--- src/rtl/spi_host_sequencer.sv ---
// spi_host_sequencer
//   Master-side sequencer for the SPI RAM slave. Each accepted byte request becomes
//   two 10-bit SPI frames: address then data for writes, read-address then
//   read-data for reads. All pin outputs are registered and follow the FSM state
//   by one cycle.
//
// Parameters
//   IDLE_GAP  cycles SS_n is held high after every frame (1..15)
//   RD_LAT    turnaround cycles before MISO capture on a read-data frame (0..7)
//
// Ports
//   clk, rst_n            clock, asynchronous active-low reset
//   req_valid/req_ready   request handshake; req_wr/req_addr/req_wdata latched on accept
//   rsp_valid/rsp_rdata   one-cycle completion pulse and read byte (0x00 after writes)
//   busy                  transaction in progress
//   SS_n, MOSI, MISO      SPI pins
//
// Build option
//   SPI_SEQ_ADDR_CACHE_EN  remember the last write and last read address sent; a
//                          matching request skips its address frame.

module spi_host_sequencer #(
  parameter int unsigned IDLE_GAP = 1,
  parameter int unsigned RD_LAT   = 2
) (
  input  logic       clk,
  input  logic       rst_n,
  input  logic       req_valid,
  output logic       req_ready,
  input  logic       req_wr,
  input  logic [7:0] req_addr,
  input  logic [7:0] req_wdata,
  output logic       rsp_valid,
  output logic [7:0] rsp_rdata,
  output logic       busy,
  output logic       SS_n,
  output logic       MOSI,
  input  logic       MISO
);

  localparam logic [3:0] StIdle   = 4'd0;
  localparam logic [3:0] StSel    = 4'd1;
  localparam logic [3:0] StCmd    = 4'd2;
  localparam logic [3:0] StShift  = 4'd3;
  localparam logic [3:0] StCommit = 4'd4;
  localparam logic [3:0] StTurn   = 4'd5;
  localparam logic [3:0] StCapt   = 4'd6;
  localparam logic [3:0] StGap    = 4'd7;
  localparam logic [3:0] StDone   = 4'd8;

  // Wait counter reload values (count down to zero inclusive).
  localparam logic [3:0] GapInit  = 4'(IDLE_GAP - 1);
  localparam logic [3:0] TurnInit = 4'(RD_LAT - 1);

  logic [3:0] state_q, state_d;
  logic [3:0] bit_cnt_q, bit_cnt_d;
  logic [3:0] wait_cnt_q, wait_cnt_d;
  logic       frame_idx_q, frame_idx_d;  // 0: address frame, 1: data frame
  logic       wr_q;
  logic [7:0] addr_q, wdata_q;
  logic [7:0] rdata_q, rdata_d;
  logic       ss_n_q, ss_n_d;
  logic       mosi_q, mosi_d;
  logic       rsp_valid_q;
  logic       accept;
  logic       cache_hit;
  logic       is_rd_data;
  logic [9:0] frame;

  assign req_ready  = (state_q == StIdle);
  assign busy       = !req_ready;
  assign rsp_valid  = rsp_valid_q;
  assign rsp_rdata  = rdata_q;
  assign SS_n       = ss_n_q;
  assign MOSI       = mosi_q;
  assign is_rd_data = !wr_q && frame_idx_q;

  always_comb begin
    case ({wr_q, frame_idx_q})
      2'b10:   frame = {2'b00, addr_q};
      2'b11:   frame = {2'b01, wdata_q};
      2'b00:   frame = {2'b10, addr_q};
      default: frame = {2'b11, 8'h00};
    endcase
  end

`ifdef SPI_SEQ_ADDR_CACHE_EN
  logic [7:0] wr_cache_q, rd_cache_q;
  logic       wr_cache_vld_q, rd_cache_vld_q;

  assign cache_hit = req_wr ? (wr_cache_vld_q && (wr_cache_q == req_addr))
                            : (rd_cache_vld_q && (rd_cache_q == req_addr));

  // Cache only what the slave has actually seen: update once the address frame commits.
  always_ff @(posedge clk or negedge rst_n) begin
    if (!rst_n) begin
      wr_cache_q     <= 8'h00;
      rd_cache_q     <= 8'h00;
      wr_cache_vld_q <= 1'b0;
      rd_cache_vld_q <= 1'b0;
    end else if (state_q == StCommit && !frame_idx_q) begin
      if (wr_q) begin
        wr_cache_q     <= addr_q;
        wr_cache_vld_q <= 1'b1;
      end else begin
        rd_cache_q     <= addr_q;
        rd_cache_vld_q <= 1'b1;
      end
    end
  end
`else
  assign cache_hit = 1'b0;
`endif

  always_comb begin
    state_d     = state_q;
    bit_cnt_d   = bit_cnt_q;
    wait_cnt_d  = wait_cnt_q;
    frame_idx_d = frame_idx_q;
    accept      = 1'b0;
    case (state_q)
      StIdle: begin
        if (req_valid) begin
          accept      = 1'b1;
          frame_idx_d = cache_hit;
          state_d     = StSel;
        end
      end
      StSel: state_d = StCmd;
      StCmd: begin
        state_d   = StShift;
        bit_cnt_d = 4'd9;
      end
      StShift: begin
        if (bit_cnt_q == 4'd0) state_d = StCommit;
        else bit_cnt_d = bit_cnt_q - 4'd1;
      end
      StCommit: begin
        if (is_rd_data) begin
          if (RD_LAT == 0) begin
            state_d   = StCapt;
            bit_cnt_d = 4'd7;
          end else begin
            state_d    = StTurn;
            wait_cnt_d = TurnInit;
          end
        end else begin
          state_d    = StGap;
          wait_cnt_d = GapInit;
        end
      end
      StTurn: begin
        if (wait_cnt_q == 4'd0) begin
          state_d   = StCapt;
          bit_cnt_d = 4'd7;
        end else begin
          wait_cnt_d = wait_cnt_q - 4'd1;
        end
      end
      StCapt: begin
        if (bit_cnt_q == 4'd0) begin
          state_d    = StGap;
          wait_cnt_d = GapInit;
        end else begin
          bit_cnt_d = bit_cnt_q - 4'd1;
        end
      end
      StGap: begin
        if (wait_cnt_q == 4'd0) begin
          if (!frame_idx_q) begin
            frame_idx_d = 1'b1;
            state_d     = StSel;
          end else begin
            state_d = StDone;
          end
        end else begin
          wait_cnt_d = wait_cnt_q - 4'd1;
        end
      end
      StDone:  state_d = StIdle;
      default: state_d = StIdle;
    endcase
  end

  // Pin values derived from the current state, registered so pins lag state by one cycle.
  always_comb begin
    ss_n_d = !(state_q inside {StSel, StCmd, StShift, StCommit, StTurn, StCapt});
    case (state_q)
      StCmd:   mosi_d = frame[9];
      StShift: mosi_d = frame[bit_cnt_q];
      default: mosi_d = 1'b0;
    endcase
    rdata_d = rdata_q;
    if (state_q == StCapt) rdata_d = {rdata_q[6:0], MISO};
    else if (state_q == StDone && wr_q) rdata_d = 8'h00;
  end

  always_ff @(posedge clk or negedge rst_n) begin
    if (!rst_n) begin
      state_q     <= StIdle;
      bit_cnt_q   <= 4'd0;
      wait_cnt_q  <= 4'd0;
      frame_idx_q <= 1'b0;
      wr_q        <= 1'b0;
      addr_q      <= 8'h00;
      wdata_q     <= 8'h00;
      rdata_q     <= 8'h00;
      ss_n_q      <= 1'b1;
      mosi_q      <= 1'b0;
      rsp_valid_q <= 1'b0;
    end else begin
      state_q     <= state_d;
      bit_cnt_q   <= bit_cnt_d;
      wait_cnt_q  <= wait_cnt_d;
      frame_idx_q <= frame_idx_d;
      rdata_q     <= rdata_d;
      ss_n_q      <= ss_n_d;
      mosi_q      <= mosi_d;
      rsp_valid_q <= (state_q == StDone);
      if (accept) begin
        wr_q    <= req_wr;
        addr_q  <= req_addr;
        wdata_q <= req_wdata;
      end
    end
  end

endmodule

--- config.mk ---
export PLATFORM = sky130hd
export DESIGN_NAME = spi_host_sequencer
export DESIGN_NICKNAME = d
export VERILOG_FILES = /design/src/rtl/spi_host_sequencer.sv
export SDC_FILE = /design/constraint.sdc
export NUM_CORES = 1
export LEC_CHECK = 0
export BUFFER_PORTS_ARGS = -buffer_cell sky130_fd_sc_hd__buf_4
export CAP_MARGIN = 30
export CORE_MARGIN = 2
export CORE_UTILIZATION = 58
export CTS_BUF_LIST = sky130_fd_sc_hd__clkbuf_4
export DETAILED_ROUTE_END_ITERATION = 8
export GPL_TIMING_DRIVEN = 0
export PLACE_DENSITY_LB_ADDON = 0.25
export SLEW_MARGIN = 10
export SYNTH_ARGS = -nofsm -noshare
export SYNTH_HDL_FRONTEND = slang
export SYNTH_SLANG_ARGS = --single-unit
--- constraint.sdc ---
create_clock -name clk -period 2.9 [get_ports clk]
set_input_delay 0.58 -clock clk [delete_from_list [all_inputs] [get_ports clk]]
set_output_delay 0.58 -clock clk [all_outputs]
set_load 0.005 [all_outputs]
Yosys cells after proc, flatten, opt, wreduce, memory -nomap -nowiden
Cells that the tools add are included.
{"block": "totals", "output_inout_bits": 13, "in_bits": 21, "elab_cells": 77, "register_bits": 41}
{"block": "classes", "order_cmp": 1, "mux": 26, "eq_ne": 17, "add_sub_neg": 2, "reduce_logical": 20}
{"cell": "two-way mux 4 bit", "count": 10}
{"cell": "case mux 4 bit (8 select lines)", "count": 1}
{"cell": "case mux 10 bit (3 select lines)", "count": 1}
{"cell": "case mux 4 bit (3 select lines)", "count": 2}
{"cell": "== test 4 x 3 -> 1 bit (second input constant)", "count": 4}
{"cell": "two-way mux 8 bit", "count": 2}
{"cell": "!= test 2 bit (second input constant)", "count": 7}
{"cell": "logical NOT 4 bit", "count": 3}
{"cell": "AND reduction 3 bit", "count": 3}
{"cell": "== test 4 x 2 -> 1 bit (second input constant)", "count": 2}
{"cell": "subtractor 4 x 1 -> 4 bit (second input constant)", "count": 2}
{"cell": "two-way mux 1 bit", "count": 6}
{"cell": "nonzero test 3 bit", "count": 2}
{"cell": "nonzero test 6 bit", "count": 1}
{"cell": "< comparator 4 x 5 -> 1 bit (second input constant)", "count": 1}
{"cell": "AND reduction 5 bit", "count": 1}
{"cell": "binary-select mux 1 bit (select 4 bit)", "count": 1}
{"cell": "== test 2 bit (second input constant)", "count": 2}
{"cell": "== test 4 x 1 -> 1 bit (second input constant)", "count": 1}
{"cell": "== test 4 bit (second input constant)", "count": 1}
{"cell": "case mux 1 bit (2 select lines)", "count": 2}
{"cell": "nonzero test 2 bit", "count": 2}
{"cell": "OR reduction 2 bit", "count": 2}
{"cell": "logical NOT 1 bit", "count": 3}
{"cell": "3 further kinds", "count": 4}

Logic depth before layout (Yosys ltp)
Gate-level depths: netlist of the first run.
{"block": "logic_depth", "ltp_word": 5, "mapped_depth": 7, "ltp_nobuf": 6}

Worst setup path before layout of the first run
No wires, ideal clock.
{"block": "synth_path", "kind": "reg2reg", "from": "register bit_cnt_q[0]", "to": "register bit_cnt_q[1]", "required_time_ns": 2.776, "period_less_slack_ns": 2.111, "setup_slack_ns": 0.789, "n_path_buf": 1, "setup_ns": 0.124, "path_stages_with_launch": 8, "arrival_ns": 1.987, "cell_sequence": "dfrtp_1 clkbuf_1 inv_1 ha_1 nor3b_1 a2111o_1 and2_1 o31a_1"}
{"block": "synth_between", "elab_chain_cells": 3, "elab_cells_between_ends": 6, "cone_classes": "1 x add/sub; 1 x eq/ne; 2 x mux; 2 x reduce/logical"}
{"element": "start: declaration", "line": "56", "source": "logic [3:0] bit_cnt_q, bit_cnt_d;"}
{"element": "start signal: assignment", "line": "213", "source": "bit_cnt_q <= bit_cnt_d;"}
{"element": "subtractor 4 x 1 -> 4 bit or logical NOT 4 bit (tied branches)"}
{"element": "two-way mux 4 bit or != test 2 bit (tied branches)"}
{"element": "case mux 4 bit (3 select lines) or AND reduction 3 bit (tied branches)"}
Several ways; a longest one is shown, not always the timed one. The select of a mux whose other input is x is not followed.
A chain may end at the register's enable or synchronous reset.

Worst setup path after layout of the first run
{"block": "layout_path", "from": "register bit_cnt_q[0]", "to": "register state_q[0]"}
{"block": "layout_between", "elab_chain_cells": 3, "elab_cells_between_ends": 4, "cone_classes": "2 x eq/ne; 2 x reduce/logical"}
{"element": "logical NOT 4 bit *", "line": "135, 161"}
{"element": "!= test 2 bit (no source line)"}
{"element": "AND reduction 5 bit (no source line) *"}
{"element": "end signal: assignment", "line": "200", "source": "state_q <= StIdle;"}
{"element": "end signal: assignment", "line": "212", "source": "state_q <= state_d;"}
{"element": "end: declaration", "line": "55", "source": "logic [3:0] state_q, state_d;"}
Mark *: on every way between the ends. The rest lies on a longest branch, timed or not.

==> out/qor.yml, run 1 <==
status:
  status: "finished, final reports clean"
worst_setup_path:
  regToRegStartpoint: "bit_cnt_q[0]"
  r2r_slack_ns: 0.41
  cp-endpoint: "state_q[0]"
  required_ns: 3.16
  critPathLaunch: "bit_cnt_q[0]"
  path_class: "register to register"
  startpoint_type: "register"
  crit_fanout: 9
  arrival_ns: 2.75
  end_kind: "register"
  reg2reg_to: "state_q[0]"
  rr_worst_depth: 7
logic_synthesis:
  syn_area_per_cell_um2: 11.3
  synth_area_leader_cell: "dfrtp_1"
  yosys.area_share.adder_pct: 1.75
  ys.flop_type: "dfrtp_1"
  syn_area_um2: 2140
  ys_seq_area_share_pct: 48.0
  yosys.area.top_type_share_pct: 46.7
  postSynth.asyncResetShare_pct: 100
  synth_top_family_by_area: "simple AND/OR/NAND/NOR gates"
  synthMuxAreaShare_pct: 15.1
  synth_compound_area_share_pct: 14.0
  synthXorXnorAreaFrac_pct: 0.409
  synth-edff-count: 0
  ys_types: 53
  syn_inst: 189
  synth_seq_cells: 41
  yosysWarnings: 0
  synth.most_common_cell: "dfrtp_1"
  synth-simple-area-share_pct: 16.6
  yosys-top-cells-area: "dfrtp_1, mux2_4, mux2_2"
  syn_nets: 213
power_and_ir_drop:
  power.leakage_nw: 1.20
  pwr_density_cell_nw_per_um2: 1150
  peakVddDrop_mv: 0.522
detailed_routing:
  wl_per_cell_um: 15.9
  antenna_left: 0
  routed_wl_mm: 4.43
  drtPass1Iterations: 4
  drc: 0
  maxUsedRoutingLayer: "met4"
  routed_via_density: 5.83
  vias: 1622
  dr_wl_met3_um: 177
  drt_iter0_markers: 166
  wl_met1_mm: 1.85
  route.met2.wl_mm: 2.35
clocking:
  cts.clk_slew.worst_paths_ns: 0.12
  cts_buffers: 5
  cts_tree: "yes"
  clk_path_buf_depth: 2
  htreeDepth: 2
  cts_resized: 0
  clkLatencyLatePin_ns: 0.36
  cts_root_buf: "clkbuf_4"
  cts_num_sinks: 41
  holdBufCountCts: 0
  cts_setup_buffers: 0
timing:
  setup_slack_ns: 0.406
  fin_crit_ns: 2.49
  tns_ns: 0
  hold_viol_final: 0
  drv_slew: 0
  relSlewSlack_pct: 48.0
  fmax_mhz: 401
  tightest_slew_ns: 0.774
  rsz0062_at_grt: "false"
  setup_violations: 0
  fin_skew_ns: 0.0120
  period_share_pct: 86.0
placed_design:
  hpwl_mm: 3.25
  preCtsSetupSlack_ns: 0.412
  port_buffers: 33
  gp_congestion: 0.910
floorplan:
  die_w_um: 64.8
  start_util_pct: 59.4
  core_um2: 3610
  placement_rows: 22
  die-area_um2: 4200
  io_pins: 34
  die_h_um: 64.8
cells_and_area:
  area_growth_pct: 18.0
  fillers: 274
  final_util_pct: 70.1
  layout.nets: 253
  diodes: 0
  drive_above_1_share_pct: 32.2
global_route:
  grt_use_total_pct: 23.0
  grt_max_degree: 42
  grt_overflow: 0
  first_global_vias: 1608
  grt_pass1_wl_mm: 7.35
  grt_antenna_before_repair: 0
worst_hold_path:
  hold_class: "primary input to async pin"
run:
  drv_cap: 0
-- cell usage in the layout, fill, tap and decap left out, types with 7 or more instances in the layout --
master   count
inv_1        7
nor2_1       9
nor3_1       9
a21oi_1      7
nand2_1      9
dfrtp_1     40
mux2_4       9
buf_4       33
a22o_1       9
mux2_2       9
-- critical path, cell delays in order, from the launching register on --
cell	delay [ns]
dfrtp_1	0.34
clkbuf_1	0.41
inv_1	0.16
ha_1	0.27
nor3b_1	0.16
nor3_1	0.56
nor3_1	0.15
mux2_1	0.34
-- final cells by class --
cell class	instances	area, um^2	area share [%]
multi-input cells	130	1030	40.6
repair buffers	33	248	9.80
clock inverters	2	33.8	1.34
inverters	8	31.3	1.24
flip-flops and latches	41	1030	40.6
well taps	48	60.1	2.38
plain buffers	10	57.6	2.28
clock buffers	6	45.0	1.78
-- power breakdown --
group / internal [mW] / switching [mW] / leakage, nW
sequential: 0.830 / 0.161 / 0.504
combinational: 0.760 / 0.775 / 0.654
clock: 0.189 / 0.184 / 0.0433
total: 1.78 / 1.12 / 1.20
-- per-layer routing --
metal | global-route usage [%] | vias to the layer above
met4 | 8.24 | 0
met5 | 0 | -
met3 | 5.21 | 5
met1 | 29.1 | 800
met2 | 38.7 | 41
li1 | - | 776
-- stage by stage --
stage | area, um^2 | power (mW) | hold WS, ns | cells
after detailed placement | 2450 | 2.52 | 0.487 | 270
after floorplan | 2140 | 2.10 | 0.284 | 189
final | 2530 | 2.90 | 0.179 | 278
after global routing | 2530 | 3.11 | 0.195 | 278
after CTS | 2530 | 2.90 | 0.187 | 278
after global placement | 2450 | 2.42 | 0.478 | 270
-- state kept, by name, summed over array words and instances (netlist names) --
register and cells:
MOSI 1, wr_q 1, wait_cnt_q 4, bit_cnt_q 4
wdata_q 8, state_q 4, SS_n 1, rsp_valid 1
rsp_rdata 8, frame_idx_q 1, addr_q 8
-- logic make-up after synthesis --
group / Yosys count
simple gates: 61
compound gates: 41
flops: 41
mux: 24
buf+inv: 18
fa+ha+maj: 3
xor+xnor: 1
-- worst min path at each step --
stage	to	from	slack [ns]
4_1_cts	addr_q[5]	rst_n	0.19
2_1_floorplan	MOSI	rst_n	0.28
6_report	addr_q[5]	rst_n	0.18
5_1_grt	addr_q[5]	rst_n	0.20
3_5_place_dp	rsp_rdata[7]	rsp_rdata[7]	0.49
3_3_place_gp	wait_cnt_q[1]	wait_cnt_q[1]	0.48
Note: power is estimated with default switching activity, not from simulation.
==> inputs of run 2 (changes only) <==
--- a/config.mk
+++ b/config.mk
@@ -5,6 +5,7 @@
 export SDC_FILE = /design/constraint.sdc
 export NUM_CORES = 1
 export LEC_CHECK = 0
+export ABC_AREA = 1
 export BUFFER_PORTS_ARGS = -buffer_cell sky130_fd_sc_hd__buf_4
 export CAP_MARGIN = 30
 export CORE_MARGIN = 2
==> out/qor.yml, run 2 <==
logic_synthesis:
  synth.most_common_cell: "nand2_1"
  syn_nets: 289
  synth_seq_cells: 41
  postSynth.asyncResetShare_pct: 100
  ys.flop_type: "dfrtp_1"
  yosysWarnings: 0
  synth-edff-count: 0
  syn_area_um2: 2090
  yosys.area.top_type_share_pct: 47.9
  ys_seq_area_share_pct: 49.1
  syn_area_per_cell_um2: 7.89
  synth_area_leader_cell: "dfrtp_1"
  ys_types: 29
  yosys-top-cells-area: "dfrtp_1, nand2_1, nand3_1"
  syn_inst: 265
  netlist_top_cells_count: "nand2_1, dfrtp_1, inv_1, nand3_1, nor2_1"
clocking:
  cts_tree: "yes"
  htreeDepth: 2
  cts_setup_buffers: 0
  cts_root_buf: "clkbuf_4"
  cts_buffers: 5
  cts_resized: 0
  clk_path_buf_depth: 2
  cts.clk_slew.worst_paths_ns: 0.12
  holdBufCountCts: 0
  clkLatencyLatePin_ns: 0.36
  cts_num_sinks: 41
worst_setup_path:
  path_class: "register to register"
  startpoint_type: "register"
  path_cells: "clkinv_1, ha_1, inv_1, nor3_4, o221ai_1, o21ai_0"
  rr_worst_depth: 6
  end_kind: "register"
  path_buf_inv: 2
  critical_path_cell_count: 6
  required_ns: 3.13
  crit_family: "compound AO/OA/AOI/OAI gates"
  slowest_stage: "o221ai_1"
  arrival_ns: 2.27
  crit_fanout: 10
  max_stage_delay_ns: 0.50
timing:
  tns_ns: 0
  relSlewSlack_pct: 59.1
  hold_viol_final: 0
  tightest_slew_ns: 0.614
  fin_skew_ns: 0.0167
  hold_slack_ns: 0.172
  setup_violations: 0
  period_share_pct: 70.3
  fin_crit_ns: 2.04
  rsz0062_at_grt: "false"
  fmax_mhz: 490
  drv_slew: 0
global_route:
  grt_max_degree: 42
  grt_pass1_wl_mm: 7.95
  first_global_vias: 1869
  grt_use_total_pct: 24.9
  grt_antenna_before_repair: 0
  grt_overflow: 0
floorplan:
  die_h_um: 64.0
  die_w_um: 64.0
  core_um2: 3390
  start_util_pct: 61.7
  placement_rows: 21
  io_pins: 34
  die-area_um2: 4100
power_and_ir_drop:
  seq_power_share_pct: 39.6
  clkPwrFrac_pct: 10.7
  peakVddDrop_mv: 0.577
  switching_share_pct: 44.8
  pwr_density_cell_nw_per_um2: 1010
  p_int_mw: 1.37
  power.leakage_nw: 1.30
  switchingPower_mw: 1.11
  combPwrFrac_pct: 49.7
detailed_routing:
  drtPass1Iterations: 5
  antenna_left: 0
  wl_per_cell_um: 11.8
  vias: 1814
  routed_wl_mm: 4.16
  drc: 0
  routed_via_density: 5.15
  drt_iter0_markers: 94
placed_design:
  place_area_um2: 2400
  port_buffers: 33
  dpl.cell_count: 344
  gp_congestion: 0.881
  hpwl_mm: 3.18
cells_and_area:
  area_growth_pct: 17.0
  diodes: 0
  postLayoutCellArea_um2: 2450
  final_cell_mix: "nand2_1, dfrtp_1, buf_4"
  final_common_cell: "nand2_1"
  instances_no_fill: 352
  layout.nets: 329
  drive_above_1_share_pct: 19.3
run:
  drv_cap: 0
worst_hold_path:
  hold_class: "primary input to async pin"
status:
  status: "finished, final reports clean"
## run 2: cell types whose count changed in the layout (fill, tap and decap cells not counted), sizes merged, moves of 4 or more
| cell | previous run | this run |
|---|---|---|
| a22o | 9 | 0 |
| and2 | 5 | 0 |
| inv | 7 | 31 |
| mux2 | 19 | 0 |
| nand2 | 10 | 96 |
| nand2b | 4 | 0 |
| nand3 | 3 | 23 |
| nor2 | 9 | 22 |
| nor3 | 9 | 5 |
| o21ai | 4 | 17 |
| or3 | 4 | 0 |
## run 2: logic make-up after synthesis
logic type	count (synthesis)	synth area share, %
adder cells (fa/ha/maj)	3	1.80
AO/OA/AOI/OAI	33	9.28
XOR/XNOR	3	1.26
flip-flops	41	49.1
AND/OR/NAND/NOR	147	30.9
buffers and inverters	38	7.66
## run 2: metrics by stage
stage / util (%) / setup slack (ns) / power [mW]
CTS: 72.2 / 0.852 / 2.49
global placement: 70.7 / 0.942 / 2.17
global route: 72.2 / 0.635 / 2.76
floorplan: - / 1.24 / 1.85
finish: 72.2 / 0.860 / 2.48
detailed placement: 70.7 / 0.885 / 2.22
## run 2: worst paths after layout
check	endpoint	startpoint	slack [ns]
min in group clk	addr_q[3]	req_addr[3]	0.41
hold / removal	state_q[1]	rst_n	0.17
hold reg to reg	addr_q[4]	addr_q[4]	0.50
max in group asynchronous	bit_cnt_q[2]	rst_n	2.37
setup reg to reg	wait_cnt_q[0]	bit_cnt_q[0]	0.86
setup / recovery	wait_cnt_q[0]	bit_cnt_q[0]	0.86
## run 2: cell type report
cell class	instances	area (um^2)
multi-input cells	186	903
well taps	46	57.6
clock buffers	5	37.5
repair buffers	33	248
flip-flops and latches	41	1030
plain buffers	6	40.0
fillers	278	943
clock inverters	3	12.5
inverters	32	120
## run 2: power groups by stage
stage          sequential (mW)  clock [mW]  combinational, mW
2_1_floorplan            0.952           0              0.902
3_3_place_gp             0.982           0               1.19
3_5_place_dp             0.991           0               1.23
4_1_cts                  0.979       0.277               1.24
5_1_grt                   1.01       0.304               1.44
6_report                 0.981       0.265               1.23
## run 2: worst reg2reg max path, stage by stage, from the launching register on
cell      delay [ns]
dfrtp_1         0.46
clkinv_1        0.28
ha_1            0.32
inv_1           0.10
nor3_4          0.06
o221ai_1        0.50
o21ai_0         0.19
## run 2: routing by layer
| layer | vias up | global-route usage [%] | share of wire (%) |
|---|---|---|---|
| met5 | - | 0 | 0 |
| met4 | 0 | 7.88 | 1.2 |
| met3 | 7 | 7.39 | 4.9 |
| met2 | 46 | 42.4 | 50 |
| met1 | 837 | 30.3 | 44 |
| li1 | 924 | - | - |
==> inputs of run 3 (changes only) <==
--- a/config.mk
+++ b/config.mk
@@ -9,7 +9,7 @@
 export BUFFER_PORTS_ARGS = -buffer_cell sky130_fd_sc_hd__buf_4
 export CAP_MARGIN = 30
 export CORE_MARGIN = 2
-export CORE_UTILIZATION = 58
+export CORE_UTILIZATION = 52
 export CTS_BUF_LIST = sky130_fd_sc_hd__clkbuf_4
 export DETAILED_ROUTE_END_ITERATION = 8
 export GPL_TIMING_DRIVEN = 0
==> constraint.sdc (replaced) <==
create_clock -name clk -period 1.86 [get_ports clk]
set_input_delay 0.372 -clock clk [delete_from_list [all_inputs] [get_ports clk]]
set_output_delay 0.372 -clock clk [all_outputs]
set_load 0.005 [all_outputs]
==> out/qor.yml, run 3 (same netlist as run 2, synthesis figures left out) <==
worst_setup_path:
  required_ns: 1.49
  r2r_slack_ns: 0.16
  end_kind: "primary output"
  path_class: "register to primary output"
  startpoint_type: "register"
  arrival_ns: 1.36
  crit_fanout: 5
power_and_ir_drop:
  pwr_density_cell_nw_per_um2: 1580
  peakVddDrop_mv: 0.679
  power.leakage_nw: 1.33
  power.total_mw: 4.05
clocking:
  cts_buffers: 5
  htreeDepth: 2
  cts_num_sinks: 41
  clkLatencyLatePin_ns: 0.36
  cts_root_buf: "clkbuf_4"
  clk_path_buf_depth: 2
  cts.clk_slew.worst_paths_ns: 0.13
  cts_tree: "yes"
timing:
  period_share_pct: 93.1
  tightest_slew_ns: 0.512
  fin_crit_ns: 1.73
  relSlewSlack_pct: 65.8
  hold_viol_final: 0
  fin_skew_ns: 0.0154
  drv_slew: 0
  setup_violations: 0
  fmax_mhz: 577
  setup_slack_ns: 0.127
run:
  drv_cap: 0
cells_and_area:
  final_util_pct: 64.8
  final_cell_mix: "nand2_1, buf_4, dfrtp_1"
  drive_above_1_share_pct: 23.6
  multi_input_area_um2: 936
  diodes: 0
  fillers: 345
  postLayoutCellArea_um2: 2550
  instances_no_fill: 363
  seq_area_um2: 1030
  area_growth_pct: 22.2
  final_common_cell: "nand2_1"
  layout.nets: 336
floorplan:
  start_util_pct: 53.0
  io_pins: 34
  die-area_um2: 4540
  die_w_um: 67.4
  core_um2: 3940
  die_h_um: 67.4
  placement_rows: 23
global_route:
  top_usage_layer: "met2"
  grt_pass1_wl_mm: 7.68
  met1_usage_pct: 29.9
  first_global_vias: 1759
  use_met3_pct: 5.50
  grt_antenna_before_repair: 0
  grt_util_met2_pct: 36.9
  grt_max_degree: 42
  grt_use_total_pct: 22.8
  grt_overflow: 0
detailed_routing:
  routed_wl_mm: 4.26
  drt_iter0_markers: 110
  antenna_left: 0
  drc: 0
  wl_per_cell_um: 11.7
  vias: 1820
  routed_via_density: 5.01
  drtPass1Iterations: 4
placed_design:
  hpwl_mm: 3.09
  port_buffers: 33
  dpl.cell_count: 348
  gp_congestion: 0.862
  place_area_um2: 2400
  preCtsSetupSlack_ns: -0.170
worst_hold_path:
  hold_class: "primary input to register"
status:
  status: "finished, final reports clean"
==> run 3: cell count changes in the layout (fill, tap and decap cells not counted), moves of 2 or more <==
cell / change
buf_4: +6
clkinv_1: -3
clkinvlp_4: +3
dfrtp_1: -2
dfrtp_2: +2
nor2_1: -2
nor2_2: +2
==> run 3: area by class of cell <==
type                            instances  share of cell area (%)
Buffer                                  6                    1.57
Clock buffer                            6                    1.76
Timing Repair Buffer                   40                    11.9
Sequential cell                        41                    40.3
Clock inverter                          2                   0.588
Tap cell                               50                    2.45
Multi-Input combinational cell        186                    36.6
Inverter                               32                    4.85
==> run 3: final timing paths <==
check	start	end	cells after the start
max	state_q[1]	req_ready	4
min	req_addr[3]	addr_q[3]	3
max reg2reg	bit_cnt_q[0]	wait_cnt_q[2]	6
min reg2reg	addr_q[4]	addr_q[4]	2
max in group asynchronous	rst_n	bit_cnt_q[0]	2
min in group asynchronous	rst_n	rsp_rdata[4]	2
==> run 3: where the power goes <==
| part | internal [mW] | total, mW | switching (mW) |
|---|---|---|---|
| clock | 0.162 | 0.463 | 0.301 |
| combinational | 0.830 | 2.06 | 1.23 |
| sequential | 1.26 | 1.53 | 0.269 |
==> run 3: worst max-delay path: stages (launching register included) <==
cell     delay, ns
dfrtp_2       0.49
nor2_2        0.16
nand2_1       0.11
inv_1         0.12
buf_4         0.12
==> run 3: repair_timing <==
action	CTS	global route
setup buffers	0	6
gates cloned	0	0
pin swaps	0	1
hold buffers	1	0
gates resized for setup	1	8
endpoints found under the hold margin	40	0
setup endpoints to repair	4	11
==> run 3: per-layer routing <==
| layer | vias to the layer above | routed length (um) |
|---|---|---|
| met5 | - | 0 |
| met2 | 38 | 2090 |
| met1 | 838 | 1930 |
| met3 | 6 | 177 |
| li1 | 938 | - |
| met4 | 0 | 54 |
==> run 3: per-stage QoR <==
step	hold slack, ns	TNS, ns
final	0.187	0
after global routing	0.175	-0.00245
after CTS	0.172	0
after detailed placement	0.381	-0.597
after global placement	0.379	-0.343
after floorplan	0.0764	0
